$ cat src/rtl/serial_tx_scheduler_if.sv
// Purpose : requester-side byte handshake plus serial lane outputs of serial_tx_scheduler.
// Latency : n/a (signal bundle only).
// Backpressure: req_ready is the only backpressure; requesters hold req_valid/req_data until accepted.
// Ports   : req_valid/req_data/req_ready (byte handshake), serialOut/bit_valid/frame_start/
//           frame_src/busy (serial lane status). master = requester/observer side, slave = scheduler.
interface serial_tx_scheduler_if #(
  parameter int NUM_REQ = 4,
  parameter int DATA_W  = 8
) ();
  localparam int SRC_W = (NUM_REQ > 1) ? $clog2(NUM_REQ) : 1;

  logic [NUM_REQ-1:0]        req_valid;
  logic [NUM_REQ*DATA_W-1:0] req_data;
  logic [NUM_REQ-1:0]        req_ready;
  logic                      serialOut;
  logic                      bit_valid;
  logic                      frame_start;
  logic [SRC_W-1:0]          frame_src;
  logic                      busy;

  modport master (
    output req_valid, req_data,
    input  req_ready, serialOut, bit_valid, frame_start, frame_src, busy
  );

  modport slave (
    input  req_valid, req_data,
    output req_ready, serialOut, bit_valid, frame_start, frame_src, busy
  );
endinterface

$ cat src/rtl/serial_tx_scheduler.sv
// Purpose : round-robin arbiter feeding one LSB-first serializer from NUM_REQ byte requesters.
// Latency : grant at edge T puts bit k on serialOut during cycle T+k; frame period DATA_W+1+IDLE_GAP.
// Backpressure: req_ready only in IDLE, one-hot to the round-robin winner; nothing is buffered.
// Ports   : clock, reset_n (async active-low); bus (slave modport) carries the per-requester
//           valid/data/ready handshake and the registered serial lane outputs.
module serial_tx_scheduler #(
  parameter int NUM_REQ  = 4,
  parameter int DATA_W   = 8,
  parameter int IDLE_GAP = 0
) (
  input  logic                    clock,
  input  logic                    reset_n,
  serial_tx_scheduler_if.slave    bus
);
  localparam int PTR_W = (NUM_REQ > 1) ? $clog2(NUM_REQ) : 1;
  localparam int CNT_W = $clog2(DATA_W);

  typedef enum logic [1:0] {ST_IDLE, ST_SHIFT, ST_GAP} state_t;

  state_t              r_state;
  state_t              w_state_nxt;
  logic [PTR_W-1:0]    r_ptr;
  logic [CNT_W-1:0]    r_cnt;
  logic [3:0]          r_gap_cnt;
  logic [DATA_W-1:0]   r_shift;
  logic                r_so;
  logic                r_bv;
  logic                r_fs;
  logic [PTR_W-1:0]    r_src;
  logic                r_busy;

  logic                w_win_vld;
  logic [PTR_W-1:0]    w_win;
  logic [PTR_W-1:0]    w_cand;
  int                  w_idx;
  logic                w_grant;
  logic [DATA_W-1:0]   w_win_dat;
  logic                w_last_bit;
  logic                w_gap_done;

  // Search upward from r_ptr with wrap; the first valid requester wins.
  always_comb begin
    w_win_vld = 1'b0;
    w_win     = '0;
    w_cand    = '0;
    w_idx     = 0;
    for (int k = 0; k < NUM_REQ; k++) begin
      w_idx  = (int'(r_ptr) + k) % NUM_REQ;
      w_cand = PTR_W'(w_idx);
      if (!w_win_vld && bus.req_valid[w_cand]) begin
        w_win_vld = 1'b1;
        w_win     = w_cand;
      end
    end
  end

  assign w_grant       = w_win_vld && (r_state == ST_IDLE);
  assign bus.req_ready = (w_grant && reset_n) ? (NUM_REQ'(1) << w_win) : '0;
  assign w_win_dat     = bus.req_data[w_win*DATA_W +: DATA_W];
  assign w_last_bit    = (r_cnt == CNT_W'(DATA_W - 1));
  assign w_gap_done    = (r_gap_cnt == 4'(IDLE_GAP - 1));

  always_ff @(posedge clock or negedge reset_n) begin
    if (!reset_n) r_state <= ST_IDLE;
    else          r_state <= w_state_nxt;
  end

  always_comb begin
    w_state_nxt = r_state;
    case (r_state)
      ST_IDLE:  if (w_grant) w_state_nxt = ST_SHIFT;
      ST_SHIFT: if (w_last_bit) w_state_nxt = (IDLE_GAP > 0) ? ST_GAP : ST_IDLE;
      ST_GAP:   if (w_gap_done) w_state_nxt = ST_IDLE;
      default:  w_state_nxt = ST_IDLE;
    endcase
  end

  always_ff @(posedge clock or negedge reset_n) begin
    if (!reset_n) begin
      r_ptr     <= '0;
      r_cnt     <= '0;
      r_gap_cnt <= '0;
      r_shift   <= '0;
      r_so      <= 1'b0;
      r_bv      <= 1'b0;
      r_fs      <= 1'b0;
      r_src     <= '0;
      r_busy    <= 1'b0;
    end else begin
      // busy mirrors the state register, so it follows the next state
      r_busy <= (w_state_nxt != ST_IDLE);
      case (r_state)
        ST_IDLE: begin
          if (w_grant) begin
            r_shift <= w_win_dat;
            r_so    <= w_win_dat[0];
            r_bv    <= 1'b1;
            r_fs    <= 1'b1;
            r_src   <= w_win;
            r_cnt   <= '0;
            // explicit wrap keeps non-power-of-2 requester counts in range
            r_ptr   <= (w_win == PTR_W'(NUM_REQ - 1)) ? '0 : w_win + 1'b1;
          end
        end
        ST_SHIFT: begin
          r_fs <= 1'b0;
          if (w_last_bit) begin
            r_bv      <= 1'b0;
            r_so      <= 1'b0;
            r_gap_cnt <= '0;
          end else begin
            r_shift <= r_shift >> 1;
            r_so    <= r_shift[1];
            r_cnt   <= r_cnt + 1'b1;
          end
        end
        ST_GAP: r_gap_cnt <= r_gap_cnt + 1'b1;
        default: ;
      endcase
    end
  end

  assign bus.serialOut   = r_so;
  assign bus.bit_valid   = r_bv;
  assign bus.frame_start = r_fs;
  assign bus.frame_src   = r_src;
  assign bus.busy        = r_busy;
endmodule

$ cat src/flat_wrapper.sv
// flat-port wrapper written by rule: the top's interface ports become plain ports
module serial_tx_scheduler_flat 
#(
  parameter int NUM_REQ  = 4,
  parameter int DATA_W   = 8,
  parameter int IDLE_GAP = 0
)
  (clock, reset_n, bus_req_valid, bus_req_data, bus_req_ready, bus_serialOut, bus_bit_valid, bus_frame_start, bus_frame_src, bus_busy);
  serial_tx_scheduler_if #(.NUM_REQ(NUM_REQ), .DATA_W(DATA_W)) bus_i ();
  input  logic clock;
  input  logic reset_n;
  input wire logic [$bits(bus_i.req_valid)-1:0] bus_req_valid;
  input wire logic [$bits(bus_i.req_data)-1:0] bus_req_data;
  output wire logic [$bits(bus_i.req_ready)-1:0] bus_req_ready;
  output wire logic [$bits(bus_i.serialOut)-1:0] bus_serialOut;
  output wire logic [$bits(bus_i.bit_valid)-1:0] bus_bit_valid;
  output wire logic [$bits(bus_i.frame_start)-1:0] bus_frame_start;
  output wire logic [$bits(bus_i.frame_src)-1:0] bus_frame_src;
  output wire logic [$bits(bus_i.busy)-1:0] bus_busy;
  assign bus_i.req_valid = bus_req_valid;
  assign bus_i.req_data = bus_req_data;
  assign bus_req_ready = bus_i.req_ready;
  assign bus_serialOut = bus_i.serialOut;
  assign bus_bit_valid = bus_i.bit_valid;
  assign bus_frame_start = bus_i.frame_start;
  assign bus_frame_src = bus_i.frame_src;
  assign bus_busy = bus_i.busy;
  serial_tx_scheduler #(.NUM_REQ(NUM_REQ), .DATA_W(DATA_W), .IDLE_GAP(IDLE_GAP)) u_core (.clock(clock), .reset_n(reset_n), .bus(bus_i));
endmodule
$ cat config.mk
export PLATFORM = sky130hd
export DESIGN_NAME = serial_tx_scheduler_flat
export DESIGN_NICKNAME = d
export VERILOG_FILES = /design/src/rtl/serial_tx_scheduler_if.sv /design/src/rtl/serial_tx_scheduler.sv /design/src/flat_wrapper.sv
export SDC_FILE = /design/constraint.sdc
export NUM_CORES = 1
export LEC_CHECK = 0
export CAP_MARGIN = 15
export CELL_PAD_IN_SITES_DETAIL_PLACEMENT = 0
export CELL_PAD_IN_SITES_GLOBAL_PLACEMENT = 1
export CORE_ASPECT_RATIO = 0.9
export CORE_MARGIN = 3
export CORE_UTILIZATION = 38
export CTS_BUF_LIST = sky130_fd_sc_hd__clkbuf_2
export DETAILED_ROUTE_END_ITERATION = 12
export HOLD_SLACK_MARGIN = 0.1
export PLACE_DENSITY = 0.91
export SYNTH_ARGS = -nofsm -noshare
export SYNTH_HDL_FRONTEND = slang
export SYNTH_SLANG_ARGS = --single-unit
$ cat constraint.sdc
create_clock -name clock -period 3.8 [get_ports clock]
set_input_delay 0.76 -clock clock [delete_from_list [all_inputs] [get_ports clock]]
set_output_delay 0.76 -clock clock [all_outputs]
set_load 0.01 [all_outputs]
==> results of run 1 <==
==> through the flow <==
stage               area (um2)  setup slack, ps  util [%]  instances
floorplan                 1450            901.4         -        141
global placement          1983            252.6     56.21        231
detailed placement        1983            213.7     56.21        231
CTS                       1998            211.1     56.63        234
global route              1998            106.4     56.63        234
finish                    1998            211.2     56.63        234
==> synth_stat cells <==
cell type,n
buf_2,2
o2bb2a_1,1
a221oi_1,1
nor2b_1,1
inv_1,7
nand4_1,1
a31oi_1,1
or2_1,1
nand2_1,25
a21o_1,7
a221o_1,1
a311oi_1,1
o21ai_0,13
nand2b_1,5
xor2_1,1
mux4_1,7
nor3b_1,1
a21boi_0,1
mux4_2,1
buf_6,1
a22o_1,1
clkbuf_1,3
nand3_1,3
nor3_1,1
mux2_2,1
and3_1,4
clkbuf_2,1
or4_1,1
mux2i_1,1
o211ai_2,1
nor2_1,4
dfrtp_1,24
o22ai_1,2
ha_1,7
a21oi_1,8
==> state kept, by name (all words and copies together) (netlist names) <==
register / count
u_core.r_shift: 7
u_core.bus.serialOut: 1
u_core.bus.frame_src: 2
u_core.r_state: 2
u_core.bus.busy: 1
u_core.r_ptr: 2
u_core.r_cnt: 3
u_core.bus.bit_valid: 1
u_core.r_gap_cnt: 4
u_core.bus.frame_start: 1
==> cells by family after synthesis <==
kind of cell	after synthesis	share of synthesized area [%]
buffers and inverters	14	4.400
AO/OA/AOI/OAI	38	16.74
multiplexers	10	15.70
AND/OR/NAND/NOR	47	15.10
flip-flops	24	41.42
XOR/XNOR	1	0.6041
adder cells (fa/ha/maj)	7	6.039
==> critical path, stage by stage <==
cell and delay (ps):
clkdlybuf4s50_1 470, or4_1 610, o211ai_2 180, nor2_1 110, and3_1 210, clkdlybuf4s50_1 490
==> layer usage <==
layer,global-route usage (%),share of wire (%),vias up
met1,19.38,46,584
met2,25.69,49,34
met5,0,0,-
li1,-,-,611
met3,3.566,5.3,2
met4,3.991,0.39,0
==> power breakdown <==
group	total, mW	switching (mW)	internal (mW)	leakage (nW)
registers	0.398	0.0598	0.338	0.304
logic	0.503	0.230	0.272	0.610
clock network	0.0923	0.0708	0.0215	0.0125
total	0.993	0.361	0.632	0.926
==> path summary, 6_finish.rpt <==
| path | slack (ps) | end | from | depth (start not counted) |
|---|---|---|---|---|
| max | 210 | bus_req_ready[1] | bus_req_valid[1] | 6 |
| min | 510 | u_core.r_cnt[2] | u_core.r_cnt[2] | 2 |
| max reg2reg | 1620 | u_core.r_shift[7] | u_core.r_ptr[1] | 6 |
| min reg2reg | 510 | u_core.r_cnt[2] | u_core.r_cnt[2] | 2 |
| max in group asynchronous | 2650 | u_core.r_shift[7] | reset_n | 2 |
| min in group asynchronous | 890 | u_core.r_ptr[0] | reset_n | 2 |
==> area by class of cell <==
| type | count | area, um2 | area share, % |
|---|---|---|---|
| timing repair buffer | 53 | 515.5 | 25.80 |
| sequential | 24 | 600.6 | 30.06 |
| clock buffer | 3 | 15.01 | 0.7514 |
| inverter | 7 | 26.28 | 1.315 |
| multi-input combinational | 103 | 785.8 | 39.32 |
| tap | 44 | 55.05 | 2.755 |
==> results.py, run 1 <==
metrics = {
    "power_and_ir_drop": {
        "p_per_area_nw_per_um2": 496.9,
        "cellLeakagePower_nw": 0.9262,
        "ir_drop_mv": 0.3183,
        "power_uw": 992.9,
    },
    "timing": {
        "worst_pin_slew_ps": 349.2,
        "fmaxAchievable_mhz": 278.6,
        "drv_slew": 0,
        "slew_headroom_pct": 76.72,
        "hold_violations": 0,
        "whs_ps": 509.9,
        "setup_tns_ps": 0,
        "setup_violations": 0,
        "fin_crit_sh_pct": 94.44,
        "rsz0062_at_grt": "no",
        "finClkSkew_ps": 25.81,
        "period_minus_slack_ps": 3589,
    },
    "run": {
        "maxCapViolCount": 0,
    },
    "clock_tree": {
        "clkTransAtPathRegs_ps": 190,
        "clockBufferDepth": 2,
        "numCtsBuffers": 3,
        "worstSkewPairLatency_ps": 330,
        "ctsHoldBuffers": 0,
        "htree_levels": 1,
        "cts_root_buf": "clkbuf_2",
        "cts_tree": "done",
        "cts_setup_buffers": 0,
        "cts.repair.resized": 0,
        "cts_sinks": 24,
    },
    "logic_synthesis": {
        "yosysSeqAreaShare_pct": 41.42,
        "synth_area_per_cell_um2": 10.28,
        "synthCells": 141,
        "syn_nets": 186,
        "ys_ff_latch": 24,
        "synth_area_um2": 1450,
        "netlist_top_cells_area": "dfrtp_1 41%, mux4_1 13%, nand2_1 6.5%",
        "yosys.cell_types.count": 35,
        "synth_top_area_share_pct": 41.42,
        "yosys.area.top_type": "dfrtp_1",
        "ys_warn_count": 0,
    },
    "placement": {
        "place_congestion": 0.7487,
        "hpwl_um": 2530,
        "io_buffers": 47,
    },
    "floorplanning": {
        "core_um2": 3528,
        "die_y_um": 64.61,
        "rows": 20,
        "start_util_pct": 41.10,
        "io_pins": 48,
        "dieArea_um2": 4594,
        "fp.dieW_um": 71.12,
    },
    "cells_and_area": {
        "syn_to_final_growth_pct": 37.79,
        "nFillCells": 283,
        "final_cell_mix": "47 x clkdlybuf4s50_1, 25 x nand2_1, 24 x dfrtp_1",
        "final_layout_size_suffix_gt1_share_pct": 6.316,
        "antenna_cells": 0,
        "final_common_cell": "clkdlybuf4s50_1",
        "nets": 237,
    },
    "critical_path": {
        "cp-start-kind": "primary input",
        "worst_setup_path_end_kind": "output port",
        "arrival_ps": 2830,
        "worstSetupPathType": "primary input to output port",
        "cp.required_ps": 3040,
        "path_max_fanout": 5,
    },
    "worst_hold_path": {
        "hold_path.class": "register to register",
    },
    "drt": {
        "wl_per_cell_um": 13.26,
        "ant_nets": 0,
        "via_per_inst": 5.261,
        "drc": 0,
        "vias": 1231,
        "drt_pass1_iterations": 4,
        "drtIter0Drc": 55,
        "wl_um": 3102,
    },
    "run_status": {
        "outcome": "finished, final reports clean",
    },
    "grt": {
        "grt_max_degree": 25,
        "grt-ovfl-total": 0,
        "grt_pass1_wl_um": 5671,
        "grt_pass1_vias": 1313,
        "antenna_found_initial": 0,
        "grt_util_all_layers_pct": 15.15,
    },
}
(Power assumes the default switching activity.)
==> run 2, diff against run 1 <==
CAP_MARGIN = 10   (was 15)
==> results of run 2 <==
Same layout as run 1: the final DEF is identical, and so are final timing and power.
==> run 3, diff against run 2 <==
CAP_MARGIN = 40   (was 10)
MAX_ROUTING_LAYER = met4   (was not set)
==> results.py, run 3 (same netlist as run 1, synthesis figures left out) <==
metrics = {
    "run_status": {
        "outcome": "finished, final reports clean",
    },
    "drt": {
        "ant_nets": 0,
        "drt_pass1_iterations": 4,
        "vias": 1230,
        "drtIter0Drc": 53,
        "wl_per_cell_um": 13.21,
        "wl_um": 3091,
        "via_per_inst": 5.256,
        "drc": 0,
    },
    "critical_path": {
        "arrival_ps": 2830,
        "cpPeakStageDelay_ps": 610,
        "startpoint": "bus_req_valid[1]",
        "cp-start-kind": "primary input",
        "timing.rr.start": "u_core.r_ptr[1]",
        "cp.required_ps": 3040,
        "slowest_stage": "or4_1",
        "crit_buf_inv": 2,
        "crit_top_cell": "clkdlybuf4s50_1",
        "worstPathCellList": "clkdlybuf4s50_1, or4_1, o211ai_2, nor2_1, and3_1, clkdlybuf4s50_1",
        "path_max_fanout": 5,
        "worstSetupPathType": "primary input to output port",
        "worst_setup_path_end_kind": "output port",
        "crit_family": "buffers and inverters",
    },
    "cells_and_area": {
        "regMostFlops": "u_core.r_shift",
        "final_cell_mix": "47 x clkdlybuf4s50_1, 25 x nand2_1, 24 x dfrtp_1",
        "fin_cells": 234,
        "antenna_cells": 0,
        "nFillCells": 283,
        "syn_to_final_growth_pct": 37.79,
        "multi_input_area_um2": 785.8,
        "regArea_um2": 600.6,
        "final_layout_size_suffix_gt1_share_pct": 6.316,
        "final_common_cell": "clkdlybuf4s50_1",
        "nets": 237,
        "largest_register_ffs": 7,
        "top_regs": "u_core.r_shift x7, u_core.r_gap_cnt x4, u_core.r_cnt x3",
        "final_util_pct": 56.63,
        "final_cell_area_um2": 1998,
    },
    "floorplanning": {
        "rows": 20,
        "dieArea_um2": 4594,
        "io_pins": 48,
        "fp.dieW_um": 71.12,
        "die_y_um": 64.61,
        "start_util_pct": 41.10,
        "core_um2": 3528,
    },
    "timing": {
        "setup_violations": 0,
        "period_minus_slack_ps": 3590,
        "finClkSkew_ps": 25.77,
        "drv_slew": 0,
        "setup_slack_ps": 210.3,
        "whs_ps": 509.8,
        "hold_violations": 0,
        "fmaxAchievable_mhz": 278.6,
        "fin_crit_sh_pct": 94.47,
        "setup_tns_ps": 0,
        "worst_pin_slew_ps": 345.9,
        "slew_headroom_pct": 76.94,
        "rsz0062_at_grt": "no",
    },
    "grt": {
        "grt_pass1_wl_um": 5664,
        "grt_pass1_vias": 1310,
        "top_usage_layer": "met2",
        "antenna_found_initial": 0,
        "grt_util_all_layers_pct": 15.53,
        "grt_use_met1_pct": 19.67,
        "grt-ovfl-total": 0,
        "grt.met3_usage_pct": 2.946,
        "grt_use_met2_pct": 25.69,
        "grt_max_degree": 25,
    },
    "placement": {
        "dp_cells": 231,
        "hpwl_um": 2530,
        "post_dp_cell_area_um2": 1983,
        "place_congestion": 0.7583,
        "pre_cts_ws_ps": 213.7,
        "io_buffers": 47,
    },
    "clock_tree": {
        "ctsHoldBuffers": 0,
        "cts_setup_buffers": 0,
        "cts.repair.resized": 0,
        "worstSkewPairLatency_ps": 330,
        "htree_levels": 1,
        "cts_sinks": 24,
        "numCtsBuffers": 3,
        "clkTransAtPathRegs_ps": 190,
        "cts_tree": "done",
        "clockBufferDepth": 2,
        "cts_root_buf": "clkbuf_2",
    },
    "worst_hold_path": {
        "hold_path.class": "register to register",
        "hp-start": "u_core.r_cnt[2]",
    },
    "power_and_ir_drop": {
        "power_uw": 992.3,
        "ir_drop_mv": 0.3182,
        "p_per_area_nw_per_um2": 496.6,
        "cellLeakagePower_nw": 0.9262,
    },
    "run": {
        "maxCapViolCount": 0,
    },
}
[run 3: cell counts in the layout (fill, tap and decap cells not counted)]
No cell type changed its count.
[run 3: layout make-up]
type / count / share of cell area, %
Clock buffer: 3 / 0.7514
Inverter: 7 / 1.315
Multi-Input combinational cell: 103 / 39.32
Sequential cell: 24 / 30.06
Tap cell: 44 / 2.755
Timing Repair Buffer: 53 / 25.80
[run 3: tightest hold or removal path, delay by kind of cell, from the launching register on]
kind               cells  cell delay, ps
AOI/OAI and AO/OA      1              60
and+or+nand+nor        1              50
DFF                    1             390
[run 3: final timing paths]
path                            depth (start not counted)                end  slack, ps
worst max register to register                          6  u_core.r_shift[7]       1610
worst min register to register                          2    u_core.r_cnt[2]        510
worst min-delay path                                    2    u_core.r_cnt[2]        510
max in group asynchronous                               2  u_core.r_shift[7]       2650
worst max-delay path                                    6   bus_req_ready[1]        210
min in group asynchronous                               2    u_core.r_ptr[0]        890
[run 3: layer usage]
metal  part of all wire [%]  vias to the layer above
met2                     49                       34
li1                       -                      611
met3                    4.5                        2
met4                   0.45                        0
met1                     46                      583
met5                      0                        -
[run 3: power by group]
part	leakage [nW]	switching [mW]	internal, mW	total, mW
Sequential	0.304	0.0593	0.338	0.397
Combinational	0.610	0.230	0.272	0.503
Clock	0.0125	0.0708	0.0215	0.0923
Total	0.926	0.360	0.632	0.992
